### config.mk
export PLATFORM = sky130hd
export DESIGN_NAME = param_sync_fifo
export DESIGN_NICKNAME = d
export VERILOG_FILES = /design/src/rtl/fifo_pkg.sv /design/src/rtl/fifo_mem.sv /design/src/rtl/param_sync_fifo.sv
export SDC_FILE = /design/constraint.sdc
export NUM_CORES = 1
export LEC_CHECK = 0
export CAP_MARGIN = 15
export CORE_MARGIN = 4
export CORE_UTILIZATION = 30
export CTS_BUF_LIST = sky130_fd_sc_hd__clkbuf_8
export DETAILED_ROUTE_END_ITERATION = 8
export PLACE_DENSITY = 0.62
export SLEW_MARGIN = 20
export SYNTH_ARGS = -nofsm -noshare
export SYNTH_HDL_FRONTEND = slang
export SYNTH_SLANG_ARGS = --single-unit
### constraint.sdc
create_clock -name clk_in -period 14.06 [get_ports clk_in]
set_clock_uncertainty 0.15 [all_clocks]
set_input_delay 2.812 -clock clk_in [delete_from_list [all_inputs] [get_ports clk_in]]
set_output_delay 2.812 -clock clk_in [all_outputs]
set_load 0.02 [all_outputs]
### src/rtl/fifo_pkg.sv
// rtl/fifo_pkg.sv - shared defaults and width helper for the synchronous FIFO
package fifo_pkg;
  localparam int DEFAULT_DSIZE = 140;
  localparam int DEFAULT_ASIZE = 2;

  function automatic int count_width(input int asize);
    return asize + 1;
  endfunction
endpackage

### src/rtl/fifo_mem.sv
// rtl/fifo_mem.sv - DEPTH x DSIZE register array, sync write, async read
module fifo_mem #(
  parameter int DSIZE = 140,
  parameter int ASIZE = 2
) (
  input  logic             clk_i,
  input  logic             we_i,
  input  logic [ASIZE-1:0] waddr_i,
  input  logic [DSIZE-1:0] wdata_i,
  input  logic [ASIZE-1:0] raddr_i,
  output logic [DSIZE-1:0] rdata_o
);
  localparam int DEPTH = 1 << ASIZE;

  logic [DSIZE-1:0] mem_q [DEPTH];

  // Contents are deliberately never reset; occupancy alone defines validity.
  always_ff @(posedge clk_i) begin
    if (we_i) begin
      mem_q[waddr_i] <= wdata_i;
    end
  end

  assign rdata_o = mem_q[raddr_i];
endmodule

### src/rtl/param_sync_fifo.sv
// rtl/param_sync_fifo.sv - parameterised single-clock FIFO with registered flags
module param_sync_fifo
  import fifo_pkg::*;
#(
  parameter int DSIZE    = DEFAULT_DSIZE,
  parameter int ASIZE    = DEFAULT_ASIZE,
  parameter int FWFT     = 0,
  parameter int AF_LEVEL = (1 << ASIZE) - 1,
  parameter int AE_LEVEL = 1
) (
  input  logic             clk_in,
  input  logic             rst,
  input  logic             fifo_clr,
  input  logic             fifo_w_enable,
  input  logic             fifo_r_enable,
  input  logic [DSIZE-1:0] data_to_fifo,
  output logic [DSIZE-1:0] data_from_fifo,
  output logic             fifo_empty,
  output logic             fifo_full,
  output logic             fifo_almost_empty,
  output logic             fifo_almost_full,
  output logic [ASIZE:0]   fifo_count,
  output logic             fifo_overflow,
  output logic             fifo_underflow
);
  localparam int CW    = count_width(ASIZE);
  localparam int DEPTH = 1 << ASIZE;
  localparam logic [CW-1:0] DEPTH_C = CW'(DEPTH);
  localparam logic [CW-1:0] AF_C    = CW'(AF_LEVEL);
  localparam logic [CW-1:0] AE_C    = CW'(AE_LEVEL);

  logic [ASIZE-1:0] wptr_q, wptr_d, rptr_q, rptr_d, raddr;
  logic [CW-1:0]    count_q, count_d;
  logic [DSIZE-1:0] dout_q, dout_d, rdata;
  logic             empty_q, empty_d, full_q, full_d;
  logic             ae_q, ae_d, af_q, af_d;
  logic             ovf_q, ovf_d, unf_q, unf_d;
  logic             wa, ra;

  always_comb begin
    ra = fifo_r_enable & ~empty_q & ~fifo_clr;
    wa = fifo_w_enable & (~full_q | ra) & ~fifo_clr;
    if (fifo_clr) begin
      wptr_d  = '0;
      rptr_d  = '0;
      count_d = '0;
      ovf_d   = 1'b0;
      unf_d   = 1'b0;
    end else begin
      wptr_d  = wptr_q + ASIZE'(wa);
      rptr_d  = rptr_q + ASIZE'(ra);
      count_d = count_q + CW'(wa) - CW'(ra);
      ovf_d   = ovf_q | (fifo_w_enable & full_q & ~ra);
      unf_d   = unf_q | (fifo_r_enable & empty_q);
    end
    // With count_d forced to zero on clear, these land on their reset values.
    empty_d = (count_d == '0);
    full_d  = (count_d == DEPTH_C);
    af_d    = (count_d >= AF_C);
    ae_d    = (count_d <= AE_C);
  end

  // FWFT looks ahead at the next head; registered mode reads the current head.
  assign raddr = (FWFT != 0) ? rptr_d : rptr_q;

  always_comb begin
    dout_d = dout_q;
    if (FWFT != 0) begin
      if (!fifo_clr && count_d != '0) begin
        // Nothing left after this read: the head must be the word being written now.
        dout_d = (count_q == CW'(ra)) ? data_to_fifo : rdata;
      end
    end else if (ra) begin
      dout_d = rdata;
    end
  end

  fifo_mem #(
    .DSIZE(DSIZE),
    .ASIZE(ASIZE)
  ) u_mem (
    .clk_i  (clk_in),
    .we_i   (wa),
    .waddr_i(wptr_q),
    .wdata_i(data_to_fifo),
    .raddr_i(raddr),
    .rdata_o(rdata)
  );

  always_ff @(posedge clk_in) begin
    if (rst) begin
      wptr_q  <= '0;
      rptr_q  <= '0;
      count_q <= '0;
      dout_q  <= '0;
      empty_q <= 1'b1;
      full_q  <= 1'b0;
      ae_q    <= 1'b1;
      af_q    <= 1'b0;
      ovf_q   <= 1'b0;
      unf_q   <= 1'b0;
    end else begin
      wptr_q  <= wptr_d;
      rptr_q  <= rptr_d;
      count_q <= count_d;
      dout_q  <= dout_d;
      empty_q <= empty_d;
      full_q  <= full_d;
      ae_q    <= ae_d;
      af_q    <= af_d;
      ovf_q   <= ovf_d;
      unf_q   <= unf_d;
    end
  end

  assign data_from_fifo    = dout_q;
  assign fifo_empty        = empty_q;
  assign fifo_full         = full_q;
  assign fifo_almost_empty = ae_q;
  assign fifo_almost_full  = af_q;
  assign fifo_count        = count_q;
  assign fifo_overflow     = ovf_q;
  assign fifo_underflow    = unf_q;
endmodule

==> results by group <==
Status
  – Outcome: completed

Placement
  – Setup slack at placement: just under 8000 ps
  – I/O Buffers: just under 300
  – GPL Wtd Cong: ~0.74
  – Hpwl dp: approximately 32 mm

Clock network
  – CTS H-tree depth: 3
  – Post-CTS setup buffer count: 0
  – Worst-path clk slew: around 50 ps
  – Hold_buf cts: 0
  – TritonCTS clock tree: built
  – Total CTS buffers: 117
  – Resize count post-CTS: 0
  – Clock insertion delay at the later pin of the skew report: 700 ps
  – Clock buffer depth: 3
  – Root Driver: clkbuf_8
  – CTS sink count: around 700

Worst setup path
  – Worst Setup SP: fifo_r_enable
  – FF-to-FF path depth: 5
  – Critical Path Most Common Cell: buf_4
  – Crit path capture: u_mem.mem_q[1][109]
  – CP endpoint kind: register
  – R2r endpoint: u_mem.mem_q[1][109]
  – Arrival time at the worst endpoint: about 5700 ps
  – CP cell instances: clkdlybuf4s50_1 -> nand2b_1 -> a211o_1 -> nor3b_4 -> buf_4 -> buf_4
  – Crit Path Max Fanout: 58
  – Reg-to-Reg Start: fifo_empty
  – Setup Crit Path Kind: input pin to register
  – Critical Path RT: between 10000 and 15000 ps
  – R2R setup slack: between 10000 and 15000 ps
  – CP startpoint kind: input pin
  – Crit-path max cell delay: 850 ps
  – Crit-path slowest cell: buf_4

Power
  – Comb pwr share: 3.5%
  – Clock power share: a little over two fifths
  – Switching Share: 21.0%
  – Total internal power: about 0.0034 W
  – Pwr Total: 0.00435 W
  – Peak VDD IR: between 0.07 and 0.08 mV
  – Leak: 10.3 nW
  – P per Cell Area: ~140 mW/mm^2
  – Reg power frac: around 53%
  – Net switching power: between 0.0009 and 0.001 W

Final layout
  – Layout area overhead: 26.5%
  – Ratio of cells with drive above 1 in the final layout: ~22%
  – FILL cells: between 7k and 8k
  – Net count reported at finish: between 1.5k and 2k

Floorplan
  – Core area: a little over 0.08 mm^2
  – Die X: around 300 um
  – Die H: about 300 um
  – Initial core utilization: between 30% and 40%
  – DIE AREA: between 0.08 and 0.09 mm^2
  – Ports: around 290
  – Num rows: ~110

Drt
  – Wire per inst: ~21 um
  – Via Count: between 10k and 15k
  – Via density per instance: roughly 4.6
  – Post-route ant nets: 0
  – Final WL: roughly 56 mm
  – Initial DRC Count: ~770
  – Post-route DRC: 0
  – DR pass1 iterations: 4

Logic synthesis
  – Main synth FF type: edfxtp_1
  – Post-Syn Instances: 1096
  – Number of synthesized register bits: between 700 and 800
  – Synth Cell Area: between 0.02 and 0.025 mm^2
  – Mapped Nets: around 1.2k
  – Post-synth EDFFs: 560
  – Yosys cell types: 28
  – Average size of a mapped cell: between 20 and 25 um^2
  – Synth top area share: just under 70%
  – Yosys warns: 0
  – Most common cell in the netlist: edfxtp_1
  – Asr flop ratio synth: 0%
  – Yosys top cell by area: edfxtp_1
  – Seq/Total Area, Yosys: between 70% and 80%
  – Synth cell count leaders: edfxtp_1, dfxtp_1, a22o_1, mux4_2, buf_2
  – Synth area leaders: edfxtp_1, mux4_2, dfxtp_1

Flow run
  – Max-capacitance violation count: 0

STA
  – Final Max Slew Viols: 0
  – Setup TNS: 0 ps
  – Slew Limit Headroom: about a third
  – Fin worst setup slack: 8540 ps
  – Final setup vio count: 0
  – Unrepaired setup endpoints after global routing: false
  – Slew @ Worst Pin: 1010 ps
  – Fin crit share: between 30% and 40%
  – Hold Fails Final Rpt: 0
  – FMAX: 0.181 GHz
  – Min Tclk post-route: 5520 ps

Global route
  – Total grt overflow: 0
  – Gr usage total: 12.7%
  – Antenna violations before repair: 12
  – Global-route wire length before repair: 83.5 mm
  – Via count of the first global-routing pass: 13.4k
  – Largest net degree at the start of global routing: 141

Hold path
  – Hold crit path type: register to register
[placed cells by master, fill, tap and decap left out, drive strengths merged, types with 2 or more instances in the layout]
master and count:
edfxtp 560, clkdlybuf4s50 293, dfxtp 153, mux4 140
a22o 140, clkbuf 140, inv 50, clkinv 26
buf 19, nor2 10, diode 8, bufinv 8
ha 4, and2 3, clkinvlp 3, nor3b 3
nand2b 2, xnor2 2, a21oi 2
[through the flow]
stage | util, % | hold WS (ps) | area, um^2 | instances
after floorplan | - | 384 | 25000 | 1096
after global placement | 35.3 | 310 | 29000 | 2415
after detailed placement | 35.3 | 308 | 29000 | 2415
after CTS | 38.4 | 331 | 31500 | 2638
after global routing | 38.4 | 342 | 31600 | 2639
final | 38.4 | 325 | 31600 | 2646
[routing by layer]
layer,vias to the layer above,part of all wire [%],GRT usage (%)
met3,100,9.0,4.33
met4,14,1.9,3.99
met5,-,0.16,0
met2,415,46,19.8
li1,5384,-,-
met1,6294,43,16.8
[how the worst min path moves through the flow]
stage | from | end | slack [ps] | depth (start not counted)
floorplan | wptr_q[1] | wptr_q[1] | 380 | 2
global placement | data_from_fifo[108] | data_from_fifo[108] | 310 | 1
detailed placement | fifo_overflow | fifo_overflow | 310 | 1
CTS | data_from_fifo[3] | data_from_fifo[3] | 330 | 1
global route | data_from_fifo[76] | data_from_fifo[76] | 340 | 1
finish | data_from_fifo[113] | data_from_fifo[113] | 330 | 1
[cells by family after synthesis]
kind of cell | synth area share [%]
mux | 12.6
fa+ha+maj | 0.281
compound gates | 5.05
buf+inv | 1.67
flops | 79.7
simple gates | 0.527
xor+xnor | 0.160
[registers in the layout, indices dropped and copies added, names as in the netlist, 2 cells and up]
register,flops
u_mem.mem_q,560
raddr,2
fifo_count,3
data_from_fifo,140
wptr_q,2
[power by group through the flow]
stage / Combinational (W) / Sequential (W) / Clock (W)
2_1_floorplan: 0.0000536 / 0.00238 / 0
3_3_place_gp: 0.000152 / 0.00236 / 0
3_5_place_dp: 0.000156 / 0.00236 / 0
4_1_cts: 0.000157 / 0.00232 / 0.00195
5_1_grt: 0.000166 / 0.00232 / 0.00205
6_report: 0.000154 / 0.00232 / 0.00188
[final cells by class]
cell class	instances	area (um^2)	area share (%)
flip-flops and latches	713	19900	63.0
well taps	1070	1340	4.24
multi-input cells	316	4690	14.9
clock buffers	140	1930	6.10
repair buffers	312	3100	9.82
clock inverters	83	587	1.86
inverters	4	15.0	0.0476
diodes	8	20.0	0.0634
[critical path: cells and delay by family]
family | cells | cell delay, ps
and+or+nand+nor | 2 | 360
AOI/OAI and AO/OA | 1 | 430
buffers and inverters | 3 | 1930
Power figures use the tool's default switching activity.
